<file path="config.mk">
export PLATFORM = sky130hd
export DESIGN_NAME = perm_rank_seq
export DESIGN_NICKNAME = d
export VERILOG_FILES = /design/src/rtl/perm_rank_seq.sv
export SDC_FILE = /design/constraint.sdc
export NUM_CORES = 1
export LEC_CHECK = 0
export ABC_AREA = 1
export BUFFER_PORTS_ARGS = -buffer_cell sky130_fd_sc_hd__buf_2
export CAP_MARGIN = 20
export CELL_PAD_IN_SITES_DETAIL_PLACEMENT = 1
export CELL_PAD_IN_SITES_GLOBAL_PLACEMENT = 2
export CORE_MARGIN = 10
export CORE_UTILIZATION = 32
export DETAILED_ROUTE_END_ITERATION = 8
export PLACE_DENSITY_LB_ADDON = 0.1
export SLEW_MARGIN = 20
export SYNTH_ARGS = -nofsm -noshare
export SYNTH_HDL_FRONTEND = slang
export SYNTH_SLANG_ARGS = --single-unit
</file>
<file path="constraint.sdc">
create_clock -name clk -period 10.1 [get_ports clk]
set_input_delay 0.505 -clock clk [delete_from_list [all_inputs] [get_ports clk]]
set_output_delay 0.505 -clock clk [all_outputs]
set_load 0.005 [all_outputs]
</file>
<file path="src/rtl/perm_rank_seq.sv">
// Sequential permutation ranker/unranker: converts between a K-element
// permutation and its lexicographic (Lehmer) index, one position per cycle.
module perm_rank_seq #(
    parameter int K  = 4,
    parameter int W  = (K > 1) ? $clog2(K) : 1,
    parameter int RW = (K <= 2) ? 1 : (K == 3) ? 3 : (K == 4) ? 5 : (K == 5) ? 7 :
                       (K == 6) ? 10 : (K == 7) ? 13 : 16
) (
    input  logic            clk,
    input  logic            rst,
    input  logic            in_valid,
    output logic            in_ready,
    input  logic            in_mode,
    input  logic [K*W-1:0]  in_perm,
    input  logic [RW-1:0]   in_rank,
    output logic            out_valid,
    input  logic            out_ready,
    output logic [K*W-1:0]  out_perm,
    output logic [RW-1:0]   out_rank,
    output logic            out_err
);

    localparam int XW = RW + W;

    typedef enum logic [1:0] {IDLE, BUSY, DONE} state_t;

    function automatic logic [XW-1:0] fact(input int unsigned n);
        logic [XW-1:0] f;
        f = XW'(1);
        for (int unsigned i = 2; i <= n; i++) begin
            f = f * XW'(i);
        end
        return f;
    endfunction

    localparam logic [XW-1:0] FACT_K = fact(K);

    logic [XW-1:0] fact_tab [K];
    for (genvar g = 0; g < K; g++) begin : g_fact
        assign fact_tab[g] = fact(g);
    end

    state_t          state_q;
    logic            mode_q;
    logic [K*W-1:0]  perm_q;
    logic [K-1:0]    used_q;
    logic [XW-1:0]   acc_q;
    logic [XW-1:0]   rem_q;
    logic [W-1:0]    cnt_q;
    logic            err_q;
    logic [K*W-1:0]  out_perm_q;
    logic [RW-1:0]   out_rank_q;
    logic            out_err_q;

    logic [W-1:0]    p_cur;
    logic [W-1:0]    limit;
    logic [XW-1:0]   f_cur;
    logic [XW-1:0]   lt_cnt;
    logic            elem_bad;
    logic [K-1:0]    used_rank_d;
    logic [K-1:0]    used_unrank_d;
    logic [K-1:0]    used_d;
    logic [W-1:0]    digit;
    logic [W-1:0]    seen;
    logic [W-1:0]    sel;
    logic [XW-1:0]   acc_d;
    logic [XW-1:0]   rem_d;
    logic [K*W-1:0]  perm_d;
    logic            err_d;
    logic            rank_big;

    assign rank_big = ({{W{1'b0}}, in_rank} >= FACT_K);

    always_comb begin
        p_cur         = perm_q[cnt_q*W +: W];
        limit         = W'(K - 1) - cnt_q;
        f_cur         = fact_tab[limit];
        lt_cnt        = '0;
        elem_bad      = ({1'b0, p_cur} >= (W+1)'(K));
        used_rank_d   = used_q;
        digit         = '0;
        seen          = '0;
        sel           = '0;
        // Rank step: count smaller unused values, flag out-of-range or reused elements.
        for (int unsigned v = 0; v < K; v++) begin
            if (!used_q[v] && (W'(v) < p_cur)) begin
                lt_cnt = lt_cnt + XW'(1);
            end
            if (W'(v) == p_cur) begin
                if (used_q[v]) begin
                    elem_bad = 1'b1;
                end
                used_rank_d[v] = 1'b1;
            end
        end
        // Unrank step: largest digit with digit*f <= remainder, via parallel compares.
        for (int unsigned j = 0; j < K; j++) begin
            if ((W'(j) <= limit) && ((XW'(j) * f_cur) <= rem_q)) begin
                digit = W'(j);
            end
        end
        for (int unsigned v = 0; v < K; v++) begin
            if (!used_q[v]) begin
                if (seen == digit) begin
                    sel = W'(v);
                end
                seen = seen + W'(1);
            end
        end
        used_unrank_d      = used_q;
        used_unrank_d[sel] = 1'b1;
        used_d = mode_q ? used_unrank_d : used_rank_d;
        acc_d  = acc_q * (XW'(K) - XW'(cnt_q)) + lt_cnt;
        rem_d  = rem_q - XW'(digit) * f_cur;
        perm_d = perm_q;
        perm_d[cnt_q*W +: W] = sel;
        err_d  = err_q | (!mode_q & elem_bad);
    end

    always_ff @(posedge clk) begin
        if (rst) begin
            state_q    <= IDLE;
            mode_q     <= 1'b0;
            perm_q     <= '0;
            used_q     <= '0;
            acc_q      <= '0;
            rem_q      <= '0;
            cnt_q      <= '0;
            err_q      <= 1'b0;
            out_perm_q <= '0;
            out_rank_q <= '0;
            out_err_q  <= 1'b0;
        end else begin
            case (state_q)
                IDLE: begin
                    if (in_valid) begin
                        state_q <= BUSY;
                        mode_q  <= in_mode;
                        perm_q  <= in_mode ? '0 : in_perm;
                        rem_q   <= XW'(in_rank);
                        acc_q   <= '0;
                        used_q  <= '0;
                        cnt_q   <= '0;
                        err_q   <= in_mode & rank_big;
                    end
                end
                BUSY: begin
                    used_q <= used_d;
                    cnt_q  <= cnt_q + W'(1);
                    err_q  <= err_d;
                    if (mode_q) begin
                        perm_q <= perm_d;
                        rem_q  <= rem_d;
                    end else begin
                        acc_q  <= acc_d;
                    end
                    if (cnt_q == W'(K - 1)) begin
                        state_q    <= DONE;
                        out_err_q  <= err_d;
                        out_rank_q <= (!mode_q && !err_d) ? acc_d[RW-1:0] : '0;
                        out_perm_q <= (mode_q && !err_d) ? perm_d : '0;
                    end
                end
                DONE: begin
                    if (out_ready) begin
                        state_q    <= IDLE;
                        out_perm_q <= '0;
                        out_rank_q <= '0;
                        out_err_q  <= 1'b0;
                    end
                end
                default: state_q <= IDLE;
            endcase
        end
    end

    assign in_ready  = (state_q == IDLE);
    assign out_valid = (state_q == DONE);
    assign out_perm  = out_perm_q;
    assign out_rank  = out_rank_q;
    assign out_err   = out_err_q;

endmodule

</file>
After elaboration in Yosys (flattened, before gate mapping)
Index checks and enable logic that the tools add are counted.
{"block": "word_totals", "regBits": 46, "input_bits": 18, "output_inout_bits": 16, "word_cells": 164}
{"block": "classes", "n_addsub": 11, "multipliers": 3, "n_lt_le_gt_ge": 14, "eq_ne": 18, "shift": 3, "muxes": 66, "bitwise_logic": 5, "reduce_logical": 30}
{"operator": "$mux W7", "count": 9}
{"operator": "$mux W8", "count": 6}
{"operator": "$neg A3 Y34", "count": 1}
{"operator": "$shift A2 B34 Y8 const A", "count": 1}
{"operator": "$shiftx A2 B34 Y8", "count": 1}
{"operator": "$pmux W8 S2", "count": 2}
{"operator": "$pmux W7 S2", "count": 2}
{"operator": "$mux W2", "count": 12}
{"operator": "$reduce_and A3 Y1", "count": 8}
{"operator": "$add A7 B1 Y7 const B", "count": 3}
{"operator": "$le A7 B7 Y1", "count": 3}
{"operator": "$mux W1", "count": 21}
{"operator": "$mux W5", "count": 3}
{"operator": "$bmux W7 S2", "count": 1}
{"operator": "$ne A3 B3 Y1 const B", "count": 4}
{"operator": "$logic_and A1 B1 Y1", "count": 10}
{"operator": "$pmux W5 S2", "count": 1}
{"operator": "$bwmux W8", "count": 1}
{"operator": "$mux W4", "count": 2}
{"operator": "$ne A2 B2 Y1 const B", "count": 4}
{"operator": "$pmux W4 S2", "count": 1}
{"operator": "$shiftx A8 B4 Y2", "count": 1}
{"operator": "$add A7 B7 Y7", "count": 1}
{"operator": "$mul A2 B7 Y7", "count": 1}
{"operator": "other kinds (32)", "count": 51}

Depth between registers and ports, before layout
Gate-level depths: netlist of run 1.
{"block": "depth", "word_depth": 24, "mapped_depth": 26, "mapped_depth_nobuf": 24}

Least setup slack after synthesis of run 1
No wires, ideal clock.
{"block": "synth_timing", "path_type": "reg-to-reg", "from": "register cnt_q[1]", "to": "register rem_q[5]", "setup_ns": 0.115, "arrival_ns": 3.480, "required_ns": 9.985, "slack_ns": 6.506, "path_stages_with_launch": 25, "n_path_buf": 2, "synth_period_minus_slack_ns": 3.594, "cell_sequence": "dfxtp_1 buf_4 inv_1 ha_1 buf_2 nand2_1 inv_1 ha_1 nand3_1 nor2_1 nand2_1 nand2_1 nand2_4 nand2_4 nand2_1 fa_1 ha_1 nand2_1 nor2_1 a211oi_1 nor2_1 nor2_1 o21a_1 xnor2_1 nor2_1"}
{"block": "synth_between", "elab_chain_len": 14, "elab_cells_between_ends": 22, "cone_classes": "add/sub: 2; mul: 2; order compare: 6; mux: 8; bitwise: 1; reduce/logical: 3"}
{"element": "from (decl)", "line": "49", "text": "logic [W-1:0] cnt_q;"}
{"element": "from (signal assigned)", "line": "149", "text": "cnt_q <= cnt_q + W'(1);"}
{"element": "$sub A2 B2 Y2 (*)", "line": "76", "text": "limit = W'(K - 1) - cnt_q;"}
{"element": "branches (longest 9 deep; another with $mul A2 B7 Y7)"}
{"element": "$mul A2 B7 Y7 (*)", "line": "114", "text": "rem_d = rem_q - XW'(digit) * f_cur;"}
{"element": "$sub A7 B7 Y7 (*)", "line": "114"}
{"element": "$mux W7 (*)", "line": "151", "text": "if (mode_q) begin"}
{"element": "$pmux W7 S2 (*)", "line": "134", "text": "case (state_q)"}
{"element": "to (signal assigned)", "line": "140", "text": "rem_q <= XW'(in_rank);"}
{"element": "to (signal assigned)", "line": "153", "text": "rem_q <= rem_d;"}
{"element": "to (decl)", "line": "48", "text": "logic [XW-1:0] rem_q;"}
Every way passes the cells marked *. The select of a mux whose other input is x is not followed.
A chain may end at the register's enable or synchronous reset.

Worst setup path in the final report of run 1
{"block": "layout_timing", "from": "register cnt_q[1]", "to": "register rem_q[3]"}
Same word-level chain as after synthesis.

==> results_dict.tcl, run 1 <==
set metrics [dict create \
    outcome "finished, final reports clean" \
    grt_first_pass_wirelength_mm 17.4 \
    gp_congestion 0.803 \
    die_h_um 124 \
    worst_slew_pin_slew_ps 855 \
    crit_slowest_cell "dfxtp_1" \
    start_kind "register" \
    diodes 0 \
    mostFrequentLayoutCells "nand2_1, inv_1, a21oi_1" \
    place_hpwl_mm 8.45 \
    final_area_um2 3790 \
    yosysWarningCount 0 \
    place_area_um2 3710 \
    clkLatencyLatePin_ps 310 \
    setup_viol 0 \
    crit_path_max_incr_delay_ps 580 \
    synth_top_cell_by_area "dfxtp_1" \
    grt_util_all_layers 0.143 \
    period_minus_slack_ps 4250 \
    grt_pass1_vias 3360 \
    peakVddDrop_mv 0.0995 \
    setup-tns-final_ps 0 \
    crit_arrival_ps 4460 \
    slew-limit-headroom 0.428 \
    grt_overflow_total 0 \
    ant_nets 0 \
    rows 37 \
    hold_viol 0 \
    nFillCells 1380 \
    ctsHoldBuffers 0 \
    hp-class "input pin to register" \
    ios 34 \
    cts_inserted_buffers 5 \
    vias_per_cell 4.88 \
    synth_nets 566 \
    yosys_most_used_dff "dfxtp_1" \
    power_uw 745 \
    cap_violations 0 \
    cp.required_ps 10310 \
    cpMostUsedCell "nand2_1" \
    slew_viol_final 0 \
    numPortBuffers 33 \
    cts_tree "yes" \
    htreeDepth 2 \
    start_util 0.330 \
    yosysTopAreaCellShare 0.256 \
    vias 3268 \
    mostFrequentLayoutCell "nand2_1" \
    multi_input_area_um2 2250 \
    ys_seq_area_frac 0.256 \
    fin_worst_skew_ps 12.4 \
    syn-mean-instance-area_um2 6.75 \
    power.density_nw_per_um2 197 \
    drt-initial-drc-count 148 \
    cts_resized 0 \
    async_reset_ff_frac 0 \
    rsz0062_at_grt "no" \
    grt_max_degree 36 \
    fmax_mhz 235 \
    die_w_um 124 \
    synthesis.area_um2 3440 \
    worstPathMaxFanout 12 \
    crit_type "register to register" \
    p_leak_nw 1.86 \
    clock_path_buffers 2 \
    clkSinkCount 44 \
    post_cts_buffers 0 \
    ys_ff_latch 44 \
    synthTopCellsByArea "dfxtp_1, nand2_1, ha_1" \
    drt-wirelength-per-cell_um 15.8 \
    core_um2 10400 \
    wl_mm 10.6 \
    drive_gt1_frac 0.137 \
    fin_nets 591 \
    yosysUniqueCellTypes 37 \
    cp-end-kind "register" \
    die_area_um2 15300 \
    path_cells "inv_1, ha_1, nand2_1, inv_1, ha_1, nand3_1, nor2_1, nand2_1, nand2_1, nand2_4, nand2_4, nand2_1, fa_1, ha_1, nand2_1, nor2_1, a211oi_1, nor2_1, nor2_1, nand2_1, a221oi_1" \
    period_share 0.421 \
    synthCells 509 \
    drc 0 \
    finish.utilization 0.364 \
    clk_pin_slew_ps 100 \
    cts-root-buf "clkbuf_8" \
    drtPass1Iterations 4 \
    antenna_found_initial 0 \
    area_growth_pct 10.3 \
    worst_hold_slack_ps 456 \
    synth-edff-count 0 \
    seq_area_um2 881 \
    worst-path-buf-inv 2 \
    crit_family "adder cells" \
]
-- logic make-up (layout without fill, tap and decap cells) --
| kind of cell | Yosys count | in the layout | synth area share |
|---|---|---|---|
| AOI/OAI and AO/OA | 86 | 86 | 0.135 |
| xor gates and xnor gates | 12 | 12 | 0.0328 |
| adders and majority gates | 39 | 39 | 0.151 |
| buffers and inverters | 77 | 102 | 0.0874 |
| DFF | 44 | 44 | 0.256 |
| other | 1 | 1 | 0.00109 |
| and+or+nand+nor | 250 | 250 | 0.336 |
-- tightest hold or removal path, stage by stage --
cell and delay, ps:
buf_2 90, nand2_1 60, a31oi_1 70
-- synthesized netlist by cell type (2+ instances only) --
| cell | number |
|---|---|
| a21oi_1 | 53 |
| nor2_1 | 40 |
| a221oi_1 | 2 |
| fa_1 | 4 |
| inv_2 | 5 |
| nand4_2 | 6 |
| nand4_1 | 5 |
| a211oi_1 | 3 |
| nor2_2 | 3 |
| or2_2 | 2 |
| dfxtp_1 | 44 |
| o21a_1 | 2 |
| buf_2 | 3 |
| nor3_1 | 3 |
| nand3_1 | 27 |
| nand2_4 | 8 |
| xor2_1 | 5 |
| a21oi_2 | 2 |
| o21ai_0 | 14 |
| o21ai_1 | 6 |
| nand2_1 | 149 |
| buf_4 | 2 |
| xnor2_1 | 6 |
| clkbuf_1 | 11 |
| inv_1 | 56 |
| nand3b_1 | 2 |
| ha_1 | 35 |
| a31oi_1 | 2 |
-- final timing paths --
kind | endpoint | startpoint | depth (start not counted) | slack (ps)
hold reg to reg | out_perm[7] | out_perm[7] | 2 | 460
hold / removal | rem_q[1] | in_rank[1] | 3 | 460
setup reg to reg | rem_q[3] | cnt_q[1] | 21 | 5850
setup / recovery | rem_q[3] | cnt_q[1] | 21 | 5850
-- cell type report --
class	count	area share
clock buffer	5	0.0182
clock inverter	2	0.00330
inverter	61	0.0604
multi-input combinational	388	0.595
sequential	44	0.232
tap	136	0.0449
timing repair buffer	34	0.0456
-- power breakdown --
group          internal, mW  switching (mW)
clock                0.0471          0.0691
sequential            0.187          0.0157
combinational         0.145           0.281
-- metal layers --
metal | up-vias | track usage | wire length (um)
met5 | - | 0 | 0
met4 | 0 | 0.0284 | 80
met3 | 6 | 0.0186 | 187
met2 | 27 | 0.238 | 4990
met1 | 1546 | 0.192 | 5300
li1 | 1689 | - | -
-- sequential cells by signal (all words and copies together), names as in the netlist --
name      flops
acc_q         5
rem_q         7
mode_q        1
perm_q        8
used_q        4
out_rank      5
out_err       1
state_q       2
cnt_q         2
out_perm      8
err_q         1
-- stage by stage --
step	setup slack [ps]	instances
after global placement	6040	663
final	5850	670
after detailed placement	5860	663
after global routing	5360	670
after floorplan	6510	509
after CTS	5830	670
(Power assumes the default switching activity.)
==> run 2: changes to the inputs <==
==> constraint.sdc (replaced) <==
create_clock -name clk -period 4.4 [get_ports clk]
set_input_delay 0.22 -clock clk [delete_from_list [all_inputs] [get_ports clk]]
set_output_delay 0.22 -clock clk [all_outputs]
set_load 0.005 [all_outputs]
==> run 2 against run 1 <==
  * Register-to-register slack worse by 5300 ps
  * Largest cell class unchanged
  * Clock power rose by 130%
  * Count of clock-buffer cells in the layout is the same
  * Die area unchanged
  * Cell area rose by 0.63%
==> results_dict.tcl, run 2 (synthesis results as in run 1) <==
set metrics [dict create \
    wl_mm 10.6 \
    period_minus_slack_ps 3830 \
    grt_overflow_total 0 \
    drive_gt1_frac 0.143 \
    timing.rr.start "cnt_q[1]" \
    start_kind "register" \
    grt_pass1_vias 3428 \
    crit_path_max_incr_delay_ps 520 \
    die_area_um2 15300 \
    antenna_found_initial 0 \
    cts_tree "yes" \
    worst-path-buf-inv 2 \
    cp-end-kind "register" \
    hp-class "input pin to register" \
    setup-tns-final_ps 0 \
    worstPathMaxFanout 12 \
    drt-initial-drc-count 98 \
    grt_util_all_layers 0.145 \
    ios 34 \
    min_from "in_rank[1]" \
    worst_hold_slack_ps 185 \
    grt_first_pass_wirelength_mm 17.7 \
    cts_inserted_buffers 5 \
    clk_pin_slew_ps 100 \
    start_util 0.330 \
    setup_ws_ps 573 \
    power_switching_uw 824 \
    crit_arrival_ps 4030 \
    fin_nets 594 \
    cts-root-buf "clkbuf_8" \
    slew-limit-headroom 0.497 \
    drtPass1Iterations 4 \
    drc 0 \
    pre_cts_ws_ps 388 \
    crit_slowest_cell "fa_1" \
    numPortBuffers 33 \
    area_growth_pct 11.0 \
    die_w_um 124 \
    cp.required_ps 4600 \
    nFillCells 1363 \
    grt_max_degree 36 \
    clock_path_buffers 2 \
    mostFrequentLayoutCells "nand2_1, inv_1, a21oi_1" \
    ctsHoldBuffers 0 \
    p_leak_nw 1.88 \
    vias_per_cell 4.89 \
    switching_share 0.486 \
    crit_family "adder cells" \
    post_cts_buffers 0 \
    fin_worst_skew_ps 8.31 \
    outcome "finished, final reports clean" \
    mostFrequentLayoutCell "nand2_1" \
    cap_violations 0 \
    die_h_um 124 \
    core_um2 10400 \
    drt-wirelength-per-cell_um 15.7 \
    setup_viol 0 \
    combPwrFrac 0.568 \
    rows 37 \
    diodes 0 \
    clockPowerShare 0.157 \
    worst_slew_pin_slew_ps 755 \
    gp_congestion 0.850 \
    seq_power_share 0.275 \
    ant_nets 0 \
    hold_viol 0 \
    vias 3294 \
    path_cells "inv_1, ha_1, ha_1, nand2_1, inv_1, o21ai_0, o21ai_1, nand2_1, nand2_4, nand2_4, nand2_1, fa_1, ha_1, nand2_1, nor2_1, a211oi_1, nor2_1, nor2_1, o21a_1, xnor2_1, nor2_1" \
    place_hpwl_mm 8.49 \
    rsz0062_at_grt "no" \
    p_int_uw 872 \
    clkLatencyLatePin_ps 300 \
    crit_type "register to register" \
    power.density_nw_per_um2 445 \
    crit_start "cnt_q[1]" \
    htreeDepth 2 \
    slew_viol_final 0 \
    peakVddDrop_mv 0.230 \
    clkSinkCount 44 \
    fmax_mhz 261 \
    period_share 0.870 \
]
run 2: cell count changes in the layout (fill, tap and decap cells not counted):
cell	previous run	this run
buf_4	1	4
dfxtp_1	44	43
dfxtp_2	0	1
run 2: timing repair:
| action | in CTS | in global routing |
|---|---|---|
| endpoints found under the hold margin | 0 | 0 |
| setup endpoints to repair | 0 | 3 |
| resized for setup | 0 | 1 |
run 2: through the flow:
stage               instances  area [um^2]  power (mW)  utilization
floorplan                 509         3440        1.22            -
global placement          666         3730        1.44        0.358
detailed placement        666         3730        1.45        0.358
CTS                       673         3810        1.73        0.366
global route              673         3810        1.87        0.366
finish                    673         3810        1.70        0.366
run 2: final cells by class:
type	count	area (um^2)	area share
inverters	61	229	0.0601
clock buffers	5	68.8	0.0181
clock inverters	2	12.5	0.00328
flip-flops and latches	44	882	0.231
well taps	136	170	0.0446
repair buffers	37	195	0.0512
multi-input cells	388	2250	0.591
run 2: power by group through the flow:
stage,registers [mW],logic [mW],clock network (mW)
after floorplan,0.464,0.754,0
after global placement,0.476,0.966,0
after detailed placement,0.477,0.976,0
after CTS,0.468,0.980,0.282
after global routing,0.473,1.10,0.296
final,0.467,0.963,0.266
run 2: final timing paths:
kind | end | slack (ps) | cells after the start
worst max-delay path | rem_q[5] | 570 | 21
worst min-delay path | rem_q[1] | 180 | 3
worst max register to register | rem_q[5] | 570 | 21
worst min register to register | out_perm[1] | 470 | 2
run 2: layer usage:
layer | part of all wire | GRT usage | vias up
li1 | - | - | 1702
met1 | 0.51 | 0.195 | 1564
met2 | 0.47 | 0.239 | 24
met5 | 0 | 0 | -
met3 | 0.017 | 0.0226 | 4
met4 | 0.0050 | 0.0291 | 0
run 2: tightest hold or removal path: cells and delay by family:
family                 cells  cell delay (ps)
buffers and inverters      1               90
AOI/OAI and AO/OA          1               70
and+or+nand+nor            1               60
==> run 3: changes to the inputs <==
--- a/config.mk
+++ b/config.mk
@@ -6,7 +6,7 @@
 export NUM_CORES = 1
 export LEC_CHECK = 0
 export ABC_AREA = 1
-export BUFFER_PORTS_ARGS = -buffer_cell sky130_fd_sc_hd__buf_2
+export BUFFER_PORTS_ARGS = -buffer_cell sky130_fd_sc_hd__buf_4
 export CAP_MARGIN = 20
 export CELL_PAD_IN_SITES_DETAIL_PLACEMENT = 1
 export CELL_PAD_IN_SITES_GLOBAL_PLACEMENT = 2
==> run 3 against run 2 <==
  * Via count shrank 0.55%
  * Die area is the same
  * Final cell count grew 0.30%
  * Count of clock-buffer cells in the layout grew 1
  * First-iteration DRC count grew 79%
  * Register-to-register slack gained 110 ps
  * Wire length grew 1.5%
  * Worst setup slack gained 110 ps
  * Cell area grew 2.8%
  * Core utilization grew 1.0 points
  * Critical path type unchanged
==> results_dict.tcl, run 3 (synthesis results as in run 1) <==
set metrics [dict create \
    worstPathMaxFanout 11 \
    fin_nets 595 \
    crit_type "register to register" \
    hold-path-cell-count 3 \
    cp-end-kind "register" \
    p_leak_nw 1.90 \
    setup_ws_ps 685 \
    cp.required_ps 4600 \
    timing.rr.start "cnt_q[1]" \
    crit_arrival_ps 3920 \
    die_area_um2 15300 \
    drt-wirelength-per-cell_um 15.9 \
    diodes 0 \
    gp_congestion 0.846 \
    rrSetupSlack_ps 690 \
    cap_violations 0 \
    vias_per_cell 4.85 \
    rr_endpoint "rem_q[5]" \
    fmax_mhz 269 \
    cp.depth 21 \
    fin_worst_skew_ps 7.39 \
    ios 34 \
    cts_tree "yes" \
    hold_end "rem_q[1]" \
    numPortBuffers 33 \
    pre_cts_ws_ps 679 \
    grt_max_degree 36 \
    final_area_um2 3920 \
    grt_util_all_layers 0.147 \
    min_from "in_rank[1]" \
    start_kind "register" \
    cts-root-buf "clkbuf_8" \
    worst_hold_slack_ps 183 \
    period_minus_slack_ps 3710 \
    setup_viol 0 \
    antenna_found_initial 0 \
    slew_viol_final 0 \
    place_area_um2 3820 \
    crit_start "cnt_q[1]" \
    die_w_um 124 \
    start_util 0.330 \
    crit_family "adder cells" \
    clkLatencyLatePin_ps 300 \
    grt_pass1_vias 3462 \
    area_growth_pct 14.0 \
    peakVddDrop_mv 0.280 \
    vias 3276 \
    clkSinkCount 44 \
    rows 37 \
    grt_first_pass_wirelength_mm 18.1 \
    clk_pin_slew_ps 100 \
    drtPass1Iterations 4 \
    slew-limit-headroom 0.650 \
    outcome "finished, final reports clean" \
    power_mw 1.73 \
    setup-tns-final_ps 0 \
    ctsHoldBuffers 0 \
    post_cts_buffers 0 \
    hold_viol 0 \
    clock_path_buffers 2 \
    period_share 0.844 \
    die_h_um 124 \
    crit_path_max_incr_delay_ps 530 \
    htreeDepth 2 \
    hp-class "input pin to register" \
    path_cells "inv_1, ha_1, ha_1, nand2_1, inv_1, o21ai_0, o21ai_1, nand2_1, nand2_4, nand2_4, nand2_1, fa_1, ha_1, nand2_1, nor2_1, a211oi_1, nor2_1, nor2_1, o21a_1, xnor2_1, nor2_1" \
    nFillCells 1360 \
    power.density_nw_per_um2 441 \
    wl_mm 10.7 \
    fin_cells 675 \
    finish.utilization 0.376 \
    worst_slew_pin_slew_ps 524 \
    grt_overflow_total 0 \
    mostFrequentLayoutCells "nand2_1, inv_1, a21oi_1" \
    cts_resized 0 \
    drive_gt1_frac 0.145 \
    drc 0 \
    drt-initial-drc-count 175 \
    reg2reg_depth 21 \
    mostFrequentLayoutCell "nand2_1" \
    core_um2 10400 \
    worst-path-buf-inv 2 \
    dp_cells 667 \
    ant_nets 0 \
    cts_inserted_buffers 5 \
    place_hpwl_mm 8.48 \
    rsz0062_at_grt "no" \
    crit_slowest_cell "fa_1" \
]
run 3: how the worst max path moves through the flow:
| stage | end | slack [ps] |
|---|---|---|
| finish | rem_q[5] | 690 |
| global placement | rem_q[5] | 800 |
| floorplan | rem_q[5] | 810 |
| CTS | rem_q[5] | 620 |
| global route | rem_q[3] | 280 |
| detailed placement | rem_q[5] | 680 |
run 3: layout make-up:
cell class | count | area [um^2] | share of cell area
Clock inverter | 2 | 15.0 | 0.00383
Inverter | 61 | 229 | 0.0584
Multi-Input combinational cell | 388 | 2250 | 0.576
Timing Repair Buffer | 38 | 285 | 0.0728
Clock buffer | 6 | 82.6 | 0.0211
Tap cell | 136 | 170 | 0.0434
Sequential cell | 44 | 881 | 0.225
run 3: per-layer routing:
metal  routed length [um]  share of wire  vias up  GRT usage
met5                    0              0        -          0
li1                     -              -     1697          -
met4                   51         0.0048        0     0.0240
met2                 5130           0.48       17      0.248
met1                 5450           0.51     1558      0.198
met3                  102         0.0095        4     0.0195
run 3: power breakdown:
group | switching (mW) | internal (mW)
clock network | 0.163 | 0.128
logic | 0.630 | 0.343
registers | 0.0343 | 0.429
total | 0.828 | 0.900
run 3: worst register-to-register path, cell delays in order, from the launching register on:
cell      delay [ps]
dfxtp_1          320
inv_1            270
ha_1             340
ha_1             290
nand2_1           80
inv_1             40
o21ai_0          130
o21ai_1           80
nand2_1          100
nand2_4          100
nand2_4          110
nand2_1           80
fa_1             530
ha_1             280
nand2_1           80
nor2_1            40
a211oi_1         250
nor2_1           100
nor2_1           100
o21a_1           130
xnor2_1          110
nor2_1            60
